[src/rtl/seq_alu_if.sv]
// Operand/result handshake bundle between the control sequencer and seq_alu.
// The master side (control unit) presents requests and consumes results;
// the slave side (seq_alu) accepts requests and produces results and flags.
interface seq_alu_if #(
    parameter int WIDTH = 16
) ();
    logic             in_valid;
    logic             in_ready;
    logic [3:0]       opcode;
    logic [WIDTH-1:0] operand1;
    logic [WIDTH-1:0] operand2;
    logic             out_valid;
    logic             out_ready;
    logic [WIDTH-1:0] result;
    logic [WIDTH-1:0] remainder;
    logic             zero;
    logic             negative;
    logic             carry;
    logic             overflow;
    logic             div_by_zero;

    modport master (
        output in_valid, opcode, operand1, operand2, out_ready,
        input  in_ready, out_valid, result, remainder,
               zero, negative, carry, overflow, div_by_zero
    );

    modport slave (
        input  in_valid, opcode, operand1, operand2, out_ready,
        output in_ready, out_valid, result, remainder,
               zero, negative, carry, overflow, div_by_zero
    );
endinterface

[src/rtl/seq_alu.sv]
// Multi-cycle ALU with valid/ready handshakes on both sides.
// Single-cycle ops are computed straight from the request inputs on the
// accept edge; MUL (shift-add) and DIV (restoring) iterate one bit per cycle.
// All results and flags are held in output registers until the next op ends.
module seq_alu #(
    parameter int WIDTH = 16
) (
    input  logic     clk,
    input  logic     reset,
    seq_alu_if.slave bus
);
    localparam int CW = (WIDTH > 1) ? $clog2(WIDTH) : 1;
    localparam logic [CW-1:0] CNT_LOAD = CW'(WIDTH - 1);
    localparam logic [CW-1:0] CNT_ONE  = CW'(1);

    localparam logic [3:0] OP_ADD  = 4'b0000;
    localparam logic [3:0] OP_SUB  = 4'b0001;
    localparam logic [3:0] OP_MUL  = 4'b0010;
    localparam logic [3:0] OP_DIV  = 4'b0011;
    localparam logic [3:0] OP_SHL  = 4'b0100;
    localparam logic [3:0] OP_SHR  = 4'b0101;
    localparam logic [3:0] OP_ROL  = 4'b0110;
    localparam logic [3:0] OP_ROR  = 4'b0111;
    localparam logic [3:0] OP_AND  = 4'b1000;
    localparam logic [3:0] OP_OR   = 4'b1001;
    localparam logic [3:0] OP_XOR  = 4'b1010;
    localparam logic [3:0] OP_NOR  = 4'b1011;
    localparam logic [3:0] OP_NAND = 4'b1100;
    localparam logic [3:0] OP_XNOR = 4'b1101;
    localparam logic [3:0] OP_GT   = 4'b1110;
    localparam logic [3:0] OP_EQ   = 4'b1111;

    typedef enum logic [1:0] {
        ST_IDLE = 2'd0,
        ST_MUL  = 2'd1,
        ST_DIV  = 2'd2,
        ST_DONE = 2'd3
    } state_t;

    state_t state_r, state_nxt_s;
    logic   out_valid_r;
    logic   in_ready_s, accept_s, start_mul_s, start_div_s, ld_out_s;

    logic [CW-1:0]      cnt_r;
    logic [2*WIDTH-1:0] prod_r, mcand_r, prod_nxt_s;
    logic [WIDTH-1:0]   mplier_r;
    logic [WIDTH-1:0]   prem_r, dvd_r, div_b_r, rem_nxt_s, quot_nxt_s;
    logic [WIDTH:0]     trial_s;
    logic               qbit_s;

    logic [WIDTH:0]   sum_s;
    logic [WIDTH-1:0] diff_s;
    logic [WIDTH-1:0] alu_res_s, alu_rem_s;
    logic             alu_carry_s, alu_ovf_s, alu_dbz_s;

    logic [WIDTH-1:0] fin_res_s, fin_rem_s;
    logic             fin_carry_s, fin_ovf_s, fin_dbz_s;

    logic [WIDTH-1:0] result_r, remainder_r;
    logic             zero_r, negative_r, carry_r, overflow_r, dbz_r;

    // State register and registered out_valid, cleared by reset mid-operation
    always_ff @(posedge clk) begin
        if (!reset) begin
            state_r     <= ST_IDLE;
            out_valid_r <= 1'b0;
        end else begin
            state_r     <= state_nxt_s;
            out_valid_r <= (state_nxt_s == ST_DONE);
        end
    end

    // Next-state logic: route accepted ops to MUL, DIV or straight to DONE
    always_comb begin
        state_nxt_s = state_r;
        case (state_r)
            ST_IDLE: begin
                if (start_mul_s)      state_nxt_s = ST_MUL;
                else if (start_div_s) state_nxt_s = ST_DIV;
                else if (accept_s)    state_nxt_s = ST_DONE;
                else                  state_nxt_s = ST_IDLE;
            end
            ST_MUL, ST_DIV: begin
                if (cnt_r == {CW{1'b0}}) state_nxt_s = ST_DONE;
                else                     state_nxt_s = state_r;
            end
            ST_DONE: begin
                if (bus.out_ready) state_nxt_s = ST_IDLE;
                else               state_nxt_s = ST_DONE;
            end
            default: state_nxt_s = ST_IDLE;
        endcase
    end

    // Control strobes: handshake accept, iteration start and output load
    always_comb begin
        in_ready_s  = 1'b0;
        accept_s    = 1'b0;
        start_mul_s = 1'b0;
        start_div_s = 1'b0;
        ld_out_s    = 1'b0;
        case (state_r)
            ST_IDLE: begin
                in_ready_s = reset;
                accept_s   = reset & bus.in_valid;
                if (accept_s) begin
                    if (bus.opcode == OP_MUL)
                        start_mul_s = 1'b1;
                    else if ((bus.opcode == OP_DIV) && (bus.operand2 != {WIDTH{1'b0}}))
                        start_div_s = 1'b1;
                    else
                        ld_out_s = 1'b1;
                end else begin
                    ld_out_s = 1'b0;
                end
            end
            ST_MUL, ST_DIV: ld_out_s = (cnt_r == {CW{1'b0}});
            ST_DONE:        ld_out_s = 1'b0;
            default:        ld_out_s = 1'b0;
        endcase
    end

    assign sum_s  = {1'b0, bus.operand1} + {1'b0, bus.operand2};
    assign diff_s = bus.operand1 - bus.operand2;

    // Single-cycle datapath evaluated directly from the request operands
    always_comb begin
        alu_res_s   = {WIDTH{1'b0}};
        alu_rem_s   = {WIDTH{1'b0}};
        alu_carry_s = 1'b0;
        alu_ovf_s   = 1'b0;
        alu_dbz_s   = 1'b0;
        case (bus.opcode)
            OP_ADD: begin
                alu_res_s   = sum_s[WIDTH-1:0];
                alu_carry_s = sum_s[WIDTH];
                alu_ovf_s   = (bus.operand1[WIDTH-1] == bus.operand2[WIDTH-1]) &&
                              (sum_s[WIDTH-1] != bus.operand1[WIDTH-1]);
            end
            OP_SUB: begin
                alu_res_s   = diff_s;
                alu_carry_s = (bus.operand1 < bus.operand2);
                alu_ovf_s   = (bus.operand1[WIDTH-1] != bus.operand2[WIDTH-1]) &&
                              (diff_s[WIDTH-1] != bus.operand1[WIDTH-1]);
            end
            // Only a zero divisor finishes a DIV from here
            OP_DIV: begin
                alu_res_s = {WIDTH{1'b1}};
                alu_rem_s = bus.operand1;
                alu_dbz_s = 1'b1;
            end
            OP_SHL: begin
                alu_res_s   = {bus.operand1[WIDTH-2:0], 1'b0};
                alu_carry_s = bus.operand1[WIDTH-1];
            end
            OP_SHR: begin
                alu_res_s   = {1'b0, bus.operand1[WIDTH-1:1]};
                alu_carry_s = bus.operand1[0];
            end
            OP_ROL: begin
                alu_res_s   = {bus.operand1[WIDTH-2:0], bus.operand1[WIDTH-1]};
                alu_carry_s = bus.operand1[WIDTH-1];
            end
            OP_ROR: begin
                alu_res_s   = {bus.operand1[0], bus.operand1[WIDTH-1:1]};
                alu_carry_s = bus.operand1[0];
            end
            OP_AND:  alu_res_s = bus.operand1 & bus.operand2;
            OP_OR:   alu_res_s = bus.operand1 | bus.operand2;
            OP_XOR:  alu_res_s = bus.operand1 ^ bus.operand2;
            OP_NOR:  alu_res_s = ~(bus.operand1 | bus.operand2);
            OP_NAND: alu_res_s = ~(bus.operand1 & bus.operand2);
            OP_XNOR: alu_res_s = ~(bus.operand1 ^ bus.operand2);
            OP_GT:   alu_res_s = {{(WIDTH-1){1'b0}}, (bus.operand1 > bus.operand2)};
            OP_EQ:   alu_res_s = {{(WIDTH-1){1'b0}}, (bus.operand1 == bus.operand2)};
            default: alu_res_s = {WIDTH{1'b0}};
        endcase
    end

    // One shift-add step and one restoring-divide step per cycle
    assign prod_nxt_s = prod_r + (mplier_r[0] ? mcand_r : {(2*WIDTH){1'b0}});
    assign trial_s    = {prem_r, dvd_r[WIDTH-1]} - {1'b0, div_b_r};
    assign qbit_s     = ~trial_s[WIDTH];
    assign rem_nxt_s  = qbit_s ? trial_s[WIDTH-1:0] : {prem_r[WIDTH-2:0], dvd_r[WIDTH-1]};
    assign quot_nxt_s = {dvd_r[WIDTH-2:0], qbit_s};

    // Iteration registers: load on accept, step while in MUL or DIV
    always_ff @(posedge clk) begin
        if (!reset) begin
            cnt_r    <= {CW{1'b0}};
            prod_r   <= {(2*WIDTH){1'b0}};
            mcand_r  <= {(2*WIDTH){1'b0}};
            mplier_r <= {WIDTH{1'b0}};
            prem_r   <= {WIDTH{1'b0}};
            dvd_r    <= {WIDTH{1'b0}};
            div_b_r  <= {WIDTH{1'b0}};
        end else if (start_mul_s) begin
            cnt_r    <= CNT_LOAD;
            prod_r   <= {(2*WIDTH){1'b0}};
            mcand_r  <= {{WIDTH{1'b0}}, bus.operand1};
            mplier_r <= bus.operand2;
        end else if (start_div_s) begin
            cnt_r   <= CNT_LOAD;
            prem_r  <= {WIDTH{1'b0}};
            dvd_r   <= bus.operand1;
            div_b_r <= bus.operand2;
        end else if (state_r == ST_MUL) begin
            cnt_r    <= cnt_r - CNT_ONE;
            prod_r   <= prod_nxt_s;
            mcand_r  <= {mcand_r[2*WIDTH-2:0], 1'b0};
            mplier_r <= {1'b0, mplier_r[WIDTH-1:1]};
        end else if (state_r == ST_DIV) begin
            cnt_r  <= cnt_r - CNT_ONE;
            prem_r <= rem_nxt_s;
            dvd_r  <= quot_nxt_s;
        end
    end

    // Select the finished value: request path in IDLE, last iteration otherwise
    always_comb begin
        fin_res_s   = {WIDTH{1'b0}};
        fin_rem_s   = {WIDTH{1'b0}};
        fin_carry_s = 1'b0;
        fin_ovf_s   = 1'b0;
        fin_dbz_s   = 1'b0;
        case (state_r)
            ST_IDLE: begin
                fin_res_s   = alu_res_s;
                fin_rem_s   = alu_rem_s;
                fin_carry_s = alu_carry_s;
                fin_ovf_s   = alu_ovf_s;
                fin_dbz_s   = alu_dbz_s;
            end
            ST_MUL: begin
                fin_res_s   = prod_nxt_s[WIDTH-1:0];
                fin_carry_s = |prod_nxt_s[2*WIDTH-1:WIDTH];
            end
            ST_DIV: begin
                fin_res_s = quot_nxt_s;
                fin_rem_s = rem_nxt_s;
            end
            ST_DONE: fin_res_s = {WIDTH{1'b0}};
            default: fin_res_s = {WIDTH{1'b0}};
        endcase
    end

    // Output registers: loaded once per op, held through DONE and IDLE
    always_ff @(posedge clk) begin
        if (!reset) begin
            result_r    <= {WIDTH{1'b0}};
            remainder_r <= {WIDTH{1'b0}};
            zero_r      <= 1'b0;
            negative_r  <= 1'b0;
            carry_r     <= 1'b0;
            overflow_r  <= 1'b0;
            dbz_r       <= 1'b0;
        end else if (ld_out_s) begin
            result_r    <= fin_res_s;
            remainder_r <= fin_rem_s;
            zero_r      <= (fin_res_s == {WIDTH{1'b0}});
            negative_r  <= fin_res_s[WIDTH-1];
            carry_r     <= fin_carry_s;
            overflow_r  <= fin_ovf_s;
            dbz_r       <= fin_dbz_s;
        end
    end

    assign bus.in_ready    = in_ready_s;
    assign bus.out_valid   = out_valid_r;
    assign bus.result      = result_r;
    assign bus.remainder   = remainder_r;
    assign bus.zero        = zero_r;
    assign bus.negative    = negative_r;
    assign bus.carry       = carry_r;
    assign bus.overflow    = overflow_r;
    assign bus.div_by_zero = dbz_r;
endmodule
[src/flat_wrapper.sv]
// flat-port wrapper written by rule: the top's interface ports become plain ports
module seq_alu_flat 
#(
    parameter int WIDTH = 16
)
  (clk, reset, bus_in_valid, bus_opcode, bus_operand1, bus_operand2, bus_out_ready, bus_in_ready, bus_out_valid, bus_result, bus_remainder, bus_zero, bus_negative, bus_carry, bus_overflow, bus_div_by_zero);
  seq_alu_if #(.WIDTH(WIDTH)) bus_i ();
  input  logic clk;
  input  logic reset;
  input wire logic [$bits(bus_i.in_valid)-1:0] bus_in_valid;
  input wire logic [$bits(bus_i.opcode)-1:0] bus_opcode;
  input wire logic [$bits(bus_i.operand1)-1:0] bus_operand1;
  input wire logic [$bits(bus_i.operand2)-1:0] bus_operand2;
  input wire logic [$bits(bus_i.out_ready)-1:0] bus_out_ready;
  output wire logic [$bits(bus_i.in_ready)-1:0] bus_in_ready;
  output wire logic [$bits(bus_i.out_valid)-1:0] bus_out_valid;
  output wire logic [$bits(bus_i.result)-1:0] bus_result;
  output wire logic [$bits(bus_i.remainder)-1:0] bus_remainder;
  output wire logic [$bits(bus_i.zero)-1:0] bus_zero;
  output wire logic [$bits(bus_i.negative)-1:0] bus_negative;
  output wire logic [$bits(bus_i.carry)-1:0] bus_carry;
  output wire logic [$bits(bus_i.overflow)-1:0] bus_overflow;
  output wire logic [$bits(bus_i.div_by_zero)-1:0] bus_div_by_zero;
  assign bus_i.in_valid = bus_in_valid;
  assign bus_i.opcode = bus_opcode;
  assign bus_i.operand1 = bus_operand1;
  assign bus_i.operand2 = bus_operand2;
  assign bus_i.out_ready = bus_out_ready;
  assign bus_in_ready = bus_i.in_ready;
  assign bus_out_valid = bus_i.out_valid;
  assign bus_result = bus_i.result;
  assign bus_remainder = bus_i.remainder;
  assign bus_zero = bus_i.zero;
  assign bus_negative = bus_i.negative;
  assign bus_carry = bus_i.carry;
  assign bus_overflow = bus_i.overflow;
  assign bus_div_by_zero = bus_i.div_by_zero;
  seq_alu #(.WIDTH(WIDTH)) u_core (.clk(clk), .reset(reset), .bus(bus_i));
endmodule
[config.mk]
export PLATFORM = sky130hd
export DESIGN_NAME = seq_alu_flat
export DESIGN_NICKNAME = d
export VERILOG_FILES = /design/src/rtl/seq_alu_if.sv /design/src/rtl/seq_alu.sv /design/src/flat_wrapper.sv
export SDC_FILE = /design/constraint.sdc
export NUM_CORES = 1
export LEC_CHECK = 0
export BUFFER_PORTS_ARGS = -buffer_cell sky130_fd_sc_hd__buf_2
export CAP_MARGIN = 15
export CORE_MARGIN = 3
export CORE_UTILIZATION = 30
export CTS_CLUSTER_DIAMETER = 40
export DETAILED_ROUTE_END_ITERATION = 10
export GPL_ROUTABILITY_DRIVEN = 0
export GPL_TIMING_DRIVEN = 0
export SETUP_SLACK_MARGIN = 0.15
export SLEW_MARGIN = 20
export SYNTH_ARGS = -nofsm -noshare
export SYNTH_HDL_FRONTEND = slang
export SYNTH_SLANG_ARGS = --single-unit
[constraint.sdc]
create_clock -name clk -period 5.8 [get_ports clk]
set_input_delay 0.58 -clock clk [delete_from_list [all_inputs] [get_ports clk]]
set_output_delay 0.58 -clock clk [all_outputs]
set_load 0.05 [all_outputs]
After elaboration in Yosys (flattened, before gate mapping)
Cells that the tools add are included.
Widths: inputs -> output; s select.

word-level totals
  register bits = 172
  input bits = 40
  output and inout port bits = 39
  word-level logic and storage cells = 128

operators by class
  $add $sub $neg = 5
  $lt $le $gt $ge = 2
  equality and inequality tests = 26
  muxes and demuxes = 47
  bitwise logic cells = 11
  reductions and logical operators = 20

operators with widths
  cell                count
  $pmux 16 s15        1
  $mux 16             14
  $pmux 16 s4         1
  $not 16->16         3
  $add 32x32->32      1
  $eq 4x4->1 const B  8
  $mux 32             1
  $pmux 16 s2         1
  $add 16x16->17      1
  $sub 17x16->17      1
  $and 16x16->16      1
  $eq 16x16->1        1
  $eq 4x3->1 const B  4
  $gt 16x16->1        1
  $logic_not 16->1    1
  $lt 16x16->1        1
  $mux 4              4
  $or 16x16->16       1
  $reduce_bool 16->1  1
  $reduce_or 16->1    1
  $sub 16x16->16      1
  $xor 16x16->16      1
  $mux 1              15
  $mux 2              5
  22 further kinds    41

Depth between registers and ports, before layout
  word-level depth = 10
  gate-level depth with buffers = 16
  depth with buffers taken out = 14

Least setup slack after synthesis
No wires, ideal clock.

  kind = reg-to-reg
  start point = reg u_core.dvd_r[15]
  end point = reg u_core.remainder_r[9], in the netlist u_core.bus.remainder[9]
  setup time = 0.123 ns
  arrival time = 3.461 ns
  data required time = 5.677 ns
  path slack = 2.216 ns
  stages on the path, launching flop included = 16
  path buffers = 1
  clock period less this slack = 3.584 ns
  cells stage by stage = dfxtp_1 > inv_1 > ha_1 > inv_1 > fa_1 > a211oi_1 > o21ai_0 > a31o_2 > a21oi_1 > o31ai_1 > a21oi_1 > xnor2_1 > clkbuf_1 > mux2_1 > a221oi_1 > nor2_1

between the ends
  longest elaborated chain between the ends = 3

RTL lines
  what                      RTL line        text
  start: declaration        seq_alu.sv:47   logic [WIDTH-1:0] prem_r, dvd_r, div_b_r, rem_nxt_s, quot_nxt_s;
  start signal: assignment  seq_alu.sv:195  dvd_r <= {WIDTH{1'b0}};
  start signal: assignment  seq_alu.sv:205  dvd_r <= bus.operand1;
  start signal: assignment  seq_alu.sv:215  dvd_r <= quot_nxt_s;
  $sub 17x16->17            seq_alu.sv:182  assign trial_s = {prem_r, dvd_r[WIDTH-1]} - {1'b0, div_b_r};
  $mux 16                   seq_alu.sv:184  assign rem_nxt_s = qbit_s ? trial_s[WIDTH-1:0] : {prem_r[WIDTH-2:0], dvd_r[WIDTH-1]};
  $pmux 16 s2               seq_alu.sv:226  case (state_r)
  end signal: assignment    seq_alu.sv:251  remainder_r <= {WIDTH{1'b0}};
  end signal: assignment    seq_alu.sv:259  remainder_r <= fin_rem_s;
  end: declaration          seq_alu.sv:59   logic [WIDTH-1:0] result_r, remainder_r;

Every way passes these cells.
A chain may end at the register's enable or synchronous reset.

Worst setup path in the final report
  start point = reg u_core.dvd_r[15]
  end point = reg u_core.prem_r[10]

between the ends
  longest elaborated chain between the ends = 5

RTL lines
  what                    RTL line        text
  $sub 17x16->17          seq_alu.sv:182
  $mux 16                 seq_alu.sv:184
  $mux 16                 seq_alu.sv:212  end else if (state_r == ST_DIV) begin
  $mux 16                 seq_alu.sv:207  end else if (state_r == ST_MUL) begin
  $mux 16                 seq_alu.sv:202  end else if (start_div_s) begin
  end signal: assignment  seq_alu.sv:194  prem_r <= {WIDTH{1'b0}};
  end signal: assignment  seq_alu.sv:204  prem_r <= {WIDTH{1'b0}};
  end signal: assignment  seq_alu.sv:214  prem_r <= rem_nxt_s;
  end: declaration        seq_alu.sv:47

Every way passes these cells. The select of a mux whose other input is x is not followed.

==> results.toml <==
[outcome]
outcome = "complete, no violations"

[drt]
vias = 14100
drc = 0
wl_per_cell_um = 20.7
totalWireLength_mm = 51.7
firstDrtPassIters = 6
ant_nets = 0
drtIter0Drc = 1646
vias_per_cell = 5.66

[cells_and_area]
fill_cells = 4530
final_util_pct = 34.8
fin_nets = 2054
area_delta_synth_final_pct = 13.4
multi_input_area_um2 = 8840
ff_latch_area_um2 = 3420
drive_above_1_share_pct = 7.25

[yosys]
synthDistinctLibCells = 84
async_reset_ff_share_pct = 0
synth_area_um2 = 13000
syn_nets = 1957
ys_top_cells_by_area = "dfxtp_1 (26%), ha_1 (10%), nand2_1 (7.2%)"
yosysWarnings = 0
yosys.area.top_type = "dfxtp_1"
syn_inst = 1807
synth-edff-count = 0
syn_avg_cell_area_um2 = 7.21
synth_most_common_cell = "nand2_1"
synth_top_area_share_pct = 26.3
synth_ff_type = "dfxtp_1"
ys_seq_area_share_pct = 26.3
ys_ff_latch = 171
yosys-top-cells-count = "nand2_1 (250), nor2_1 (234), a21oi_1 (181)"

[cts]
cts_root_buf = "clkbuf_16"
cts_inserted_buffers = 17
cts.sinks = 171
post_cts_buffers = 0
hold_buffers = 0
cts_resized = 0
path_clk_slew_ns = 0.09
clockBufferDepth = 2
h-tree-depth = 4
cts_tree = "done"
clkLatencyLatePin_ns = 0.47

[worst_hold_path]
min_path_cells = 3
min_to = "u_core.mplier_r[10]$_SDFFE_PN0P_"
hold_start = "bus_operand2[10]"
hold_class = "in2reg"

[power_and_ir_drop]
switchingPower_mw = 1.63
pwr-share-comb_pct = 34.8
power_density_nw_per_um2 = 262
power_leakage_nw = 5.85
p_total_mw = 3.87
clkPwrFrac_pct = 31.1
max-vdd-ir-drop_mv = 0.212
p_int_mw = 2.23
seqPwrFrac_pct = 34.0
swShare_pct = 42.2

[sta]
clock_skew_ns = 0.0264
final.period_utilization_pct = 80.1
slew_headroom_pct = 26.5
slew_viol_final = 0
tightestPinTransition_ns = 1.10
grt_setup_unrepaired = "no"
hold_viol_final = 0
max_freq_mhz = 215
fin_crit_ns = 4.65
fin_setup_tns_ns = 0
setup_viol = 0

[die]
design.die.area_um2 = 46000
core_area_um2 = 42400
ioPinCount = 79
die_y_um = 214
rows = 75
initial_core_util_pct = 30.7
die_w_um = 214

[worst_setup_path]
end_kind = "register"
r2r-start = "u_core.dvd_r[15]$_SDFFE_PN0P_"
crit_type = "reg2reg"
rr_endpoint = "u_core.prem_r[10]$_SDFFE_PN0P_"
critical_path.startpoint_type = "register"
worstPathMaxFanout = 10
required_ns = 6.12
r2r_slack_ns = 1.15
worstRegToRegCells = 15
cp.arrival_ns = 4.97

[placement]
hpwl_mm = 40.2
port_buffers = 77

[grt]
grt_pass1_wl_mm = 78.5
grt_max_degree = 21
grt_usage_pct = 21.7
grt_pass1_vias = 13300
grt-ovfl-total = 0
antenna_found_initial = 3

[run]
maxCapViolations = 0
==> layout by cell type (no fill, tap or decap), types with 18 or more instances in the layout <==
cell and n:
nor2_1 234, a211oi_1 38, nor2b_1 22, nand3_1 27, clkbuf_1 101, and2_1 36, o21ai_0 100, nand2_1 250
mux2i_1 20, ha_1 106, buf_2 82, a21o_1 22, inv_1 83, a311oi_1 30, xnor2_1 38, dfxtp_1 171
xor2_1 18, a21oi_1 181, nor3_1 30
==> routing by layer <==
metal / share of wire [%] / GRT usage [%] / vias to the layer above
met5: 0.054 / 0 / -
li1: - / - / 6634
met3: 9.1 / 4.45 / 157
met2: 44 / 34.3 / 671
met4: 4.9 / 10.4 / 4
met1: 42 / 28.2 / 6648
==> kinds of logic (layout without fill, tap and decap cells) <==
kind of cell / after synthesis / after routing / synth area share, %
mux: 27 / 27 / 2.14
xor+xnor: 56 / 56 / 3.76
flops: 171 / 171 / 26.3
fa+ha+maj: 110 / 110 / 10.8
buf+inv: 204 / 314 / 5.98
simple gates: 681 / 681 / 23.2
compound gates: 558 / 558 / 27.9
other cells: 0 / 1 / 0
==> power by group through the flow <==
stage	registers [mW]	logic (mW)	clock network, mW
5_1_grt	1.33	1.44	1.26
2_1_floorplan	1.45	0.759	0
3_3_place_gp	1.34	1.30	0
4_1_cts	1.32	1.31	1.21
3_5_place_dp	1.34	1.31	0
6_report	1.32	1.35	1.20
==> through the flow <==
step	hold slack (ns)	instances	worst slack (ns)	area (um^2)
2_1_floorplan	0.436	1807	2.22	13000
3_3_place_gp	0.450	2461	1.13	14100
3_5_place_dp	0.456	2462	1.13	14200
4_1_cts	0.432	2494	1.21	14800
5_1_grt	0.441	2495	0.876	14800
6_report	0.445	2495	1.15	14800
==> worst max-delay path by stage <==
stage	start	to	slack, ns	depth (start not counted)
after detailed placement	bus_operand1[2]	u_core.bus.carry$_SDFFE_PN0P_	1.13	14
after global placement	bus_operand1[2]	u_core.bus.carry$_SDFFE_PN0P_	1.13	14
after floorplan	u_core.dvd_r[15]$_SDFFE_PN0P_	u_core.bus.remainder[9]$_SDFFE_PN0P_	2.22	15
after global routing	u_core.dvd_r[15]$_SDFFE_PN0P_	u_core.prem_r[10]$_SDFFE_PN0P_	0.88	15
final	u_core.dvd_r[15]$_SDFFE_PN0P_	u_core.prem_r[10]$_SDFFE_PN0P_	1.15	15
after CTS	u_core.dvd_r[15]$_SDFFE_PN0P_	u_core.prem_r[10]$_SDFFE_PN0P_	1.21	15
==> sequential cells by signal, indices dropped and copies added (netlist names) <==
name,cells
u_core.dvd_r,16
u_core.mplier_r,16
u_core.cnt_r,4
u_core.prem_r,16
u_core.bus.div_by_zero,1
u_core.bus.out_valid,1
u_core.prod_r,32
u_core.bus.remainder,16
u_core.bus.overflow,1
u_core.state_r,2
u_core.bus.negative,1
u_core.bus.result,15
u_core.div_b_r,16
u_core.mcand_r,32
u_core.bus.carry,1
u_core.bus.zero,1
==> critical path: stages, from the launching register on <==
cell	delay, ns
dfxtp_1	0.35
inv_1	0.07
ha_1	0.17
inv_1	0.07
fa_1	0.48
a211oi_1	0.36
o21ai_0	0.21
a31o_2	0.27
a21oi_1	0.31
o31ai_1	0.12
a21oi_1	0.19
xnor2_1	0.31
clkbuf_1	0.73
buf_2	0.44
mux2i_1	0.30
o21ai_0	0.12
==> area by class of cell <==
class | count | share of cell area, %
multi-input combinational | 1432 | 59.8
sequential | 171 | 23.2
tap | 577 | 4.88
buffer | 118 | 3.09
clock buffer | 17 | 2.88
timing repair buffer | 78 | 2.66
inverter | 86 | 2.18
clock inverter | 15 | 1.31
antenna | 1 | 0.0169
Power figures use the tool's default switching activity.
